`config.mk`:
```
export PLATFORM = sky130hd
export DESIGN_NAME = alu_seq_core
export DESIGN_NICKNAME = d
export VERILOG_FILES = /design/src/rtl/alu_seq_core.sv
export SDC_FILE = /design/constraint.sdc
export NUM_CORES = 1
export LEC_CHECK = 0
export ABC_AREA = 0
export CORE_UTILIZATION = 53
export DETAILED_ROUTE_END_ITERATION = 8
export GPL_TIMING_DRIVEN = 0
export HOLD_SLACK_MARGIN = 0.06
export PLACE_DENSITY = 0.88
export SLEW_MARGIN = 5
export SYNTH_ARGS = -nofsm -noshare
export SYNTH_HDL_FRONTEND = slang
export SYNTH_SLANG_ARGS = --single-unit
```
`constraint.sdc`:
```
create_clock -name clk -period 5.9 [get_ports clk]
set_input_delay 1.18 -clock clk [delete_from_list [all_inputs] [get_ports clk]]
set_output_delay 1.18 -clock clk [all_outputs]
set_load 0.05 [all_outputs]
```
`src/rtl/alu_seq_core.sv`:
```
// Sequential WIDTH-bit ALU with valid/ready handshake, registered flags and a chaining accumulator.
// Define ALU_MUL_EN to add the iterative shift-add multiply on opcode 1000; otherwise that opcode is illegal.
module alu_seq_core #(
    parameter int unsigned      WIDTH    = 8,
    parameter logic [WIDTH-1:0] ACC_INIT = '0
) (
    input  logic             clk,
    input  logic             rst_n,
    input  logic             in_valid,
    output logic             in_ready,
    input  logic [3:0]       op,
    input  logic             acc_sel,
    input  logic [WIDTH-1:0] a,
    input  logic [WIDTH-1:0] b,
    output logic             out_valid,
    input  logic             out_ready,
    output logic [WIDTH-1:0] result,
    output logic             carry,
    output logic             zero,
    output logic             err,
    output logic [WIDTH-1:0] acc
);

    typedef enum logic [1:0] {
        S_IDLE = 2'd0,
        S_BUSY = 2'd1,
        S_DONE = 2'd2
    } state_t;

    localparam logic [3:0] OP_ADD  = 4'b0000;
    localparam logic [3:0] OP_SUB  = 4'b0001;
    localparam logic [3:0] OP_AND  = 4'b0010;
    localparam logic [3:0] OP_OR   = 4'b0011;
    localparam logic [3:0] OP_XOR  = 4'b0100;
    localparam logic [3:0] OP_SHL  = 4'b0101;
    localparam logic [3:0] OP_SHR  = 4'b0110;
    localparam logic [3:0] OP_SLTU = 4'b0111;

    state_t           state_q, state_d;
    logic [WIDTH-1:0] result_q, result_d;
    logic             carry_q, carry_d;
    logic             zero_q, zero_d;
    logic             err_q, err_d;
    logic [WIDTH-1:0] acc_q, acc_d;

    logic [WIDTH-1:0] op_a;
    logic [WIDTH-1:0] alu_res;
    logic             alu_carry;
    logic             alu_err;
    logic [WIDTH:0]   add_full;
    logic [WIDTH:0]   shl_full;
    logic [WIDTH:0]   shr_full;

    assign op_a = acc_sel ? acc_q : a;

    // The extra bit of each shift vector catches the last bit shifted out; amounts beyond WIDTH flush it to 0.
    assign add_full = {1'b0, op_a} + {1'b0, b};
    assign shl_full = {1'b0, op_a} << b;
    assign shr_full = {op_a, 1'b0} >> b;

`ifdef ALU_MUL_EN
    localparam logic [3:0] OP_MUL = 4'b1000;
    localparam int unsigned CNT_W = $clog2(WIDTH);

    logic [2*WIDTH-1:0] mul_cand_q, mul_cand_d;
    logic [WIDTH-1:0]   mul_plier_q, mul_plier_d;
    logic [2*WIDTH-1:0] mul_prod_q, mul_prod_d;
    logic [CNT_W-1:0]   mul_cnt_q, mul_cnt_d;
    logic [2*WIDTH-1:0] mul_prod_nxt;

    assign mul_prod_nxt = mul_prod_q + (mul_plier_q[0] ? mul_cand_q : '0);
`endif

    always_comb begin
        // NOTE: every output gets a default first so no path through the case infers a latch.
        alu_res   = '0;
        alu_carry = 1'b0;
        alu_err   = 1'b0;
        unique case (op)
            OP_ADD:  begin alu_res = add_full[WIDTH-1:0]; alu_carry = add_full[WIDTH]; end
            OP_SUB:  begin alu_res = op_a - b;            alu_carry = (op_a < b);      end
            OP_AND:  alu_res = op_a & b;
            OP_OR:   alu_res = op_a | b;
            OP_XOR:  alu_res = op_a ^ b;
            OP_SHL:  begin alu_res = shl_full[WIDTH-1:0]; alu_carry = shl_full[WIDTH]; end
            OP_SHR:  begin alu_res = shr_full[WIDTH:1];   alu_carry = shr_full[0];     end
            OP_SLTU: alu_res = {{(WIDTH-1){1'b0}}, (op_a < b)};
            default: alu_err = 1'b1;
        endcase
    end

    always_comb begin
        state_d  = state_q;
        result_d = result_q;
        carry_d  = carry_q;
        zero_d   = zero_q;
        err_d    = err_q;
        acc_d    = acc_q;
`ifdef ALU_MUL_EN
        mul_cand_d  = mul_cand_q;
        mul_plier_d = mul_plier_q;
        mul_prod_d  = mul_prod_q;
        mul_cnt_d   = mul_cnt_q;
`endif
        unique case (state_q)
            S_IDLE: begin
                if (in_valid) begin
`ifdef ALU_MUL_EN
                    if (op == OP_MUL) begin
                        state_d     = S_BUSY;
                        mul_cand_d  = {{WIDTH{1'b0}}, op_a};
                        mul_plier_d = b;
                        mul_prod_d  = '0;
                        mul_cnt_d   = '0;
                    end else
`endif
                    begin
                        state_d  = S_DONE;
                        result_d = alu_res;
                        carry_d  = alu_carry;
                        zero_d   = (alu_res == '0);
                        err_d    = alu_err;
                        if (!alu_err) acc_d = alu_res;
                    end
                end
            end
`ifdef ALU_MUL_EN
            S_BUSY: begin
                mul_prod_d  = mul_prod_nxt;
                mul_cand_d  = mul_cand_q << 1;
                mul_plier_d = mul_plier_q >> 1;
                mul_cnt_d   = mul_cnt_q + 1'b1;
                if (mul_cnt_q == CNT_W'(WIDTH - 1)) begin
                    state_d  = S_DONE;
                    result_d = mul_prod_nxt[WIDTH-1:0];
                    carry_d  = |mul_prod_nxt[2*WIDTH-1:WIDTH];
                    zero_d   = (mul_prod_nxt[WIDTH-1:0] == '0);
                    err_d    = 1'b0;
                    acc_d    = mul_prod_nxt[WIDTH-1:0];
                end
            end
`endif
            S_DONE: begin
                if (out_ready) state_d = S_IDLE;
            end
            default: state_d = S_IDLE;
        endcase
    end

    always_ff @(posedge clk or negedge rst_n) begin
        if (!rst_n) begin
            state_q  <= S_IDLE;
            result_q <= '0;
            carry_q  <= 1'b0;
            zero_q   <= 1'b0;
            err_q    <= 1'b0;
            acc_q    <= ACC_INIT;
        end else begin
            // NOTE: non-blocking assignments so every register samples pre-edge values together.
            state_q  <= state_d;
            result_q <= result_d;
            carry_q  <= carry_d;
            zero_q   <= zero_d;
            err_q    <= err_d;
            acc_q    <= acc_d;
        end
    end

`ifdef ALU_MUL_EN
    always_ff @(posedge clk or negedge rst_n) begin
        if (!rst_n) begin
            mul_cand_q  <= '0;
            mul_plier_q <= '0;
            mul_prod_q  <= '0;
            mul_cnt_q   <= '0;
        end else begin
            mul_cand_q  <= mul_cand_d;
            mul_plier_q <= mul_plier_d;
            mul_prod_q  <= mul_prod_d;
            mul_cnt_q   <= mul_cnt_d;
        end
    end
`endif

    assign in_ready  = (state_q == S_IDLE);
    assign out_valid = (state_q == S_DONE);
    assign result    = result_q;
    assign carry     = carry_q;
    assign zero      = zero_q;
    assign err       = err_q;
    assign acc       = acc_q;

endmodule
```
==> flow_summary.toml <==
[synthesis]
synth_seq_cells = 20
synth_edf_count = 0
synth_fa_ha_area_frac = 0.149
synth_xor_area_frac = 0.0129
synth_top_family_by_area = "compound AO/OA/AOI/OAI gates"
async_reset_ff_frac = 1.00
syn_inst = 331
synth_compound_area_frac = 0.338
ys_warn_count = 0
syn_area_sq_mm = 0.00271
synth-simple-area-share = 0.188
synth_area_per_cell_sq_um = 8.18
synth.yosys.seq_area_share = 0.185
synthMuxAreaShare = 0.0490
synth_cell_types = 67
synth_nets = 387
synth_ff_type = "dfrtp_1"

[clock_network]
cts_buffer_depth = 2
cts_resized = 0
h-tree-depth = 1
root_buffer = "clkbuf_8"
cts_buffers = 3
clkTransAtPathRegs_ps = 60
cts_hold_buf = 0
clock_sink_count = 20
postCtsSetupBuffers = 0
cts_tree = "yes"
insertion_delay_ps = 260

[placed_design]
port_buffers = 42
place_congestion = 0.946
dpl.hpwl_microns = 6550
dp_slack_ps = 1250

[timing]
relSlewSlack = 0.132
tns_ps = 0
rsz0062_at_grt = "false"
finalCriticalPeriod_ps = 4480
final-setup-viol-count = 0
hold_ws_ps = 476
layout_setup_ws_ps = 1420
period_share = 0.760
skew_ps = 9.54
hold_viol = 0
worst_slew_pin_slew_ps = 1280
fmax_ghz = 0.223
finalMaxSlewViolations = 0

[finish]
seq_area_sq_um = 500
final_cell_mix = "clkdlybuf4s50_1 (42), ha_1 (29), nand2_1 (25)"
nets = 434
areaGrowthSynthToFinish_pct = 20.1
multiInputGateArea_sq_mm = 0.00200
finish.utilization = 0.676
layout_commonest_cell = "clkdlybuf4s50_1"
layout-drive-gt1-share = 0.0824
fillerInstances = 432
diodes = 0

[min_path]
hp-start = "result[4]$_DFFE_PN0P_"
worstHoldPathType = "flop to flop"
hold-path-endpoint = "result[4]$_DFFE_PN0P_"
holdPathStages = 1

[grt]
grt_max_degree = 21
grt_pass1_vias = 2772
grt_pass1_wl_microns = 13900
grt_usage = 0.334
overflow = 0
antenna_found_initial = 0

[setup_path]
critPathRequiredTime_ps = 6040
reg2reg_depth = 11
r2r_slack_ps = 2340
critPathKind = "input pin to flop"
r2r-start = "acc[0]$_DFFE_PN0P_"
path_max_fanout = 11
crit_path_start_kind = "input pin"
worstReg2RegEnd = "zero$_DFFE_PN0P_"
worst_setup_path_end_kind = "flop"
worst_ep_arrival_time_ps = 4630
crit_path_start = "a[0]"

[pwr]
combPwrFrac = 0.652
irDropWorstVdd_mv = 0.212
sw_frac_of_total = 0.509
intPower_uw = 401
leakage_nw = 1.37
p_switching_uw = 416
p_clk_frac = 0.110
seq_power_share = 0.238
powerDensity_mw_per_mm2 = 251
finalPower_uw = 817

[floorplan]
pin_count = 46
start_util = 0.562
dieArea_sq_mm = 0.00540
die_width_microns = 73.5
row_count = 25
die_h_microns = 73.5
core-area_sq_mm = 0.00482

[status]
outcome = "finished clean"

[job]
max_cap_violations = 0

[detailed_routing]
totalWireLength_microns = 8570
routedWlPerCell_microns = 19.3
ant_nets = 0
dr.pass1.iters = 7
dr_total_vias = 3018
drc = 0
drt_iter0_drc = 334
viasPerCell = 6.81
[layout make-up]
| type | instances | share of cell area |
|---|---|---|
| Timing Repair Buffer | 42 | 0.129 |
| Tap cell | 67 | 0.0258 |
| Inverter | 24 | 0.0277 |
| Multi-Input combinational cell | 263 | 0.613 |
| Buffer | 24 | 0.0377 |
| Clock buffer | 3 | 0.0127 |
| Sequential cell | 20 | 0.154 |
[power groups by stage]
stage | combinational (mW) | sequential, mW | clock (mW)
after floorplan | 0.250 | 0.302 | 0
after global placement | 0.516 | 0.194 | 0
after CTS | 0.523 | 0.193 | 0.0913
after global routing | 0.574 | 0.197 | 0.0972
after detailed placement | 0.521 | 0.196 | 0
final | 0.532 | 0.194 | 0.0897
[worst max path at each step]
stage	endpoint	slack [ps]	depth (start not counted)
floorplan	zero$_DFFE_PN0P_	2070	12
global placement	zero$_DFFE_PN0P_	1200	12
detailed placement	zero$_DFFE_PN0P_	1250	12
CTS	zero$_DFFE_PN0P_	1530	12
global route	zero$_DFFE_PN0P_	1240	12
finish	zero$_DFFE_PN0P_	1420	12
[state kept, by name, indices dropped and copies added, names as in the netlist]
name and count:
acc 8, carry 1, err 1, result 8, state_q 1, zero 1
[synth_stat cells (4+ instances only)]
cell	number	area [sq um]
o21ai_1	6	30.0
o22ai_1	15	93.8
ha_1	29	363
o21ai_0	15	75.1
nand2_1	25	93.8
a21oi_1	17	85.1
o211ai_1	9	67.6
inv_1	24	90.1
nand2b_1	4	25.0
nor2_1	19	71.3
nor4_1	4	25.0
nor3_1	7	35.0
mux2i_2	5	68.8
nand3_1	7	35.0
a211oi_1	9	67.6
clkbuf_1	15	56.3
a21o_1	10	75.1
dfrtp_1	20	500
o221ai_1	7	61.3
nor2b_1	5	31.3
buf_2	5	25.0
a221oi_1	4	35.0
[routing by layer]
layer  global-route usage  wire, microns  vias to the layer above
met5                    0              0                        -
met2                0.517           3970                      213
met4                0.115            174                        0
li1                     -              -                     1355
met1                0.455           3540                     1418
met3               0.0796            886                       32
[through the flow]
stage               instance area (sq um)  instances
CTS                                  3250        443
finish                               3250        443
detailed placement                   3210        440
floorplan                            2710        331
global placement                     3210        440
global route                         3250        443
[cells by family (layout without fill, tap and decap cells)]
kind of cell / count (synthesis) / in the layout
AOI/OAI and AO/OA: 126 / 126
and+or+nand+nor: 92 / 92
buffers and inverters: 48 / 93
adders and majority gates: 31 / 31
DFF: 20 / 20
muxes: 10 / 10
xor gates and xnor gates: 4 / 4
[critical path, cell delays in order]
cell	delay, ps
clkdlybuf4s50_1	430
mux2i_2	570
ha_1	270
inv_1	50
fa_1	420
nor2b_1	160
o21ai_0	280
a311oi_1	200
o31ai_1	400
a31oi_1	160
and4_1	260
a32o_1	240
(Power assumes the default switching activity.)
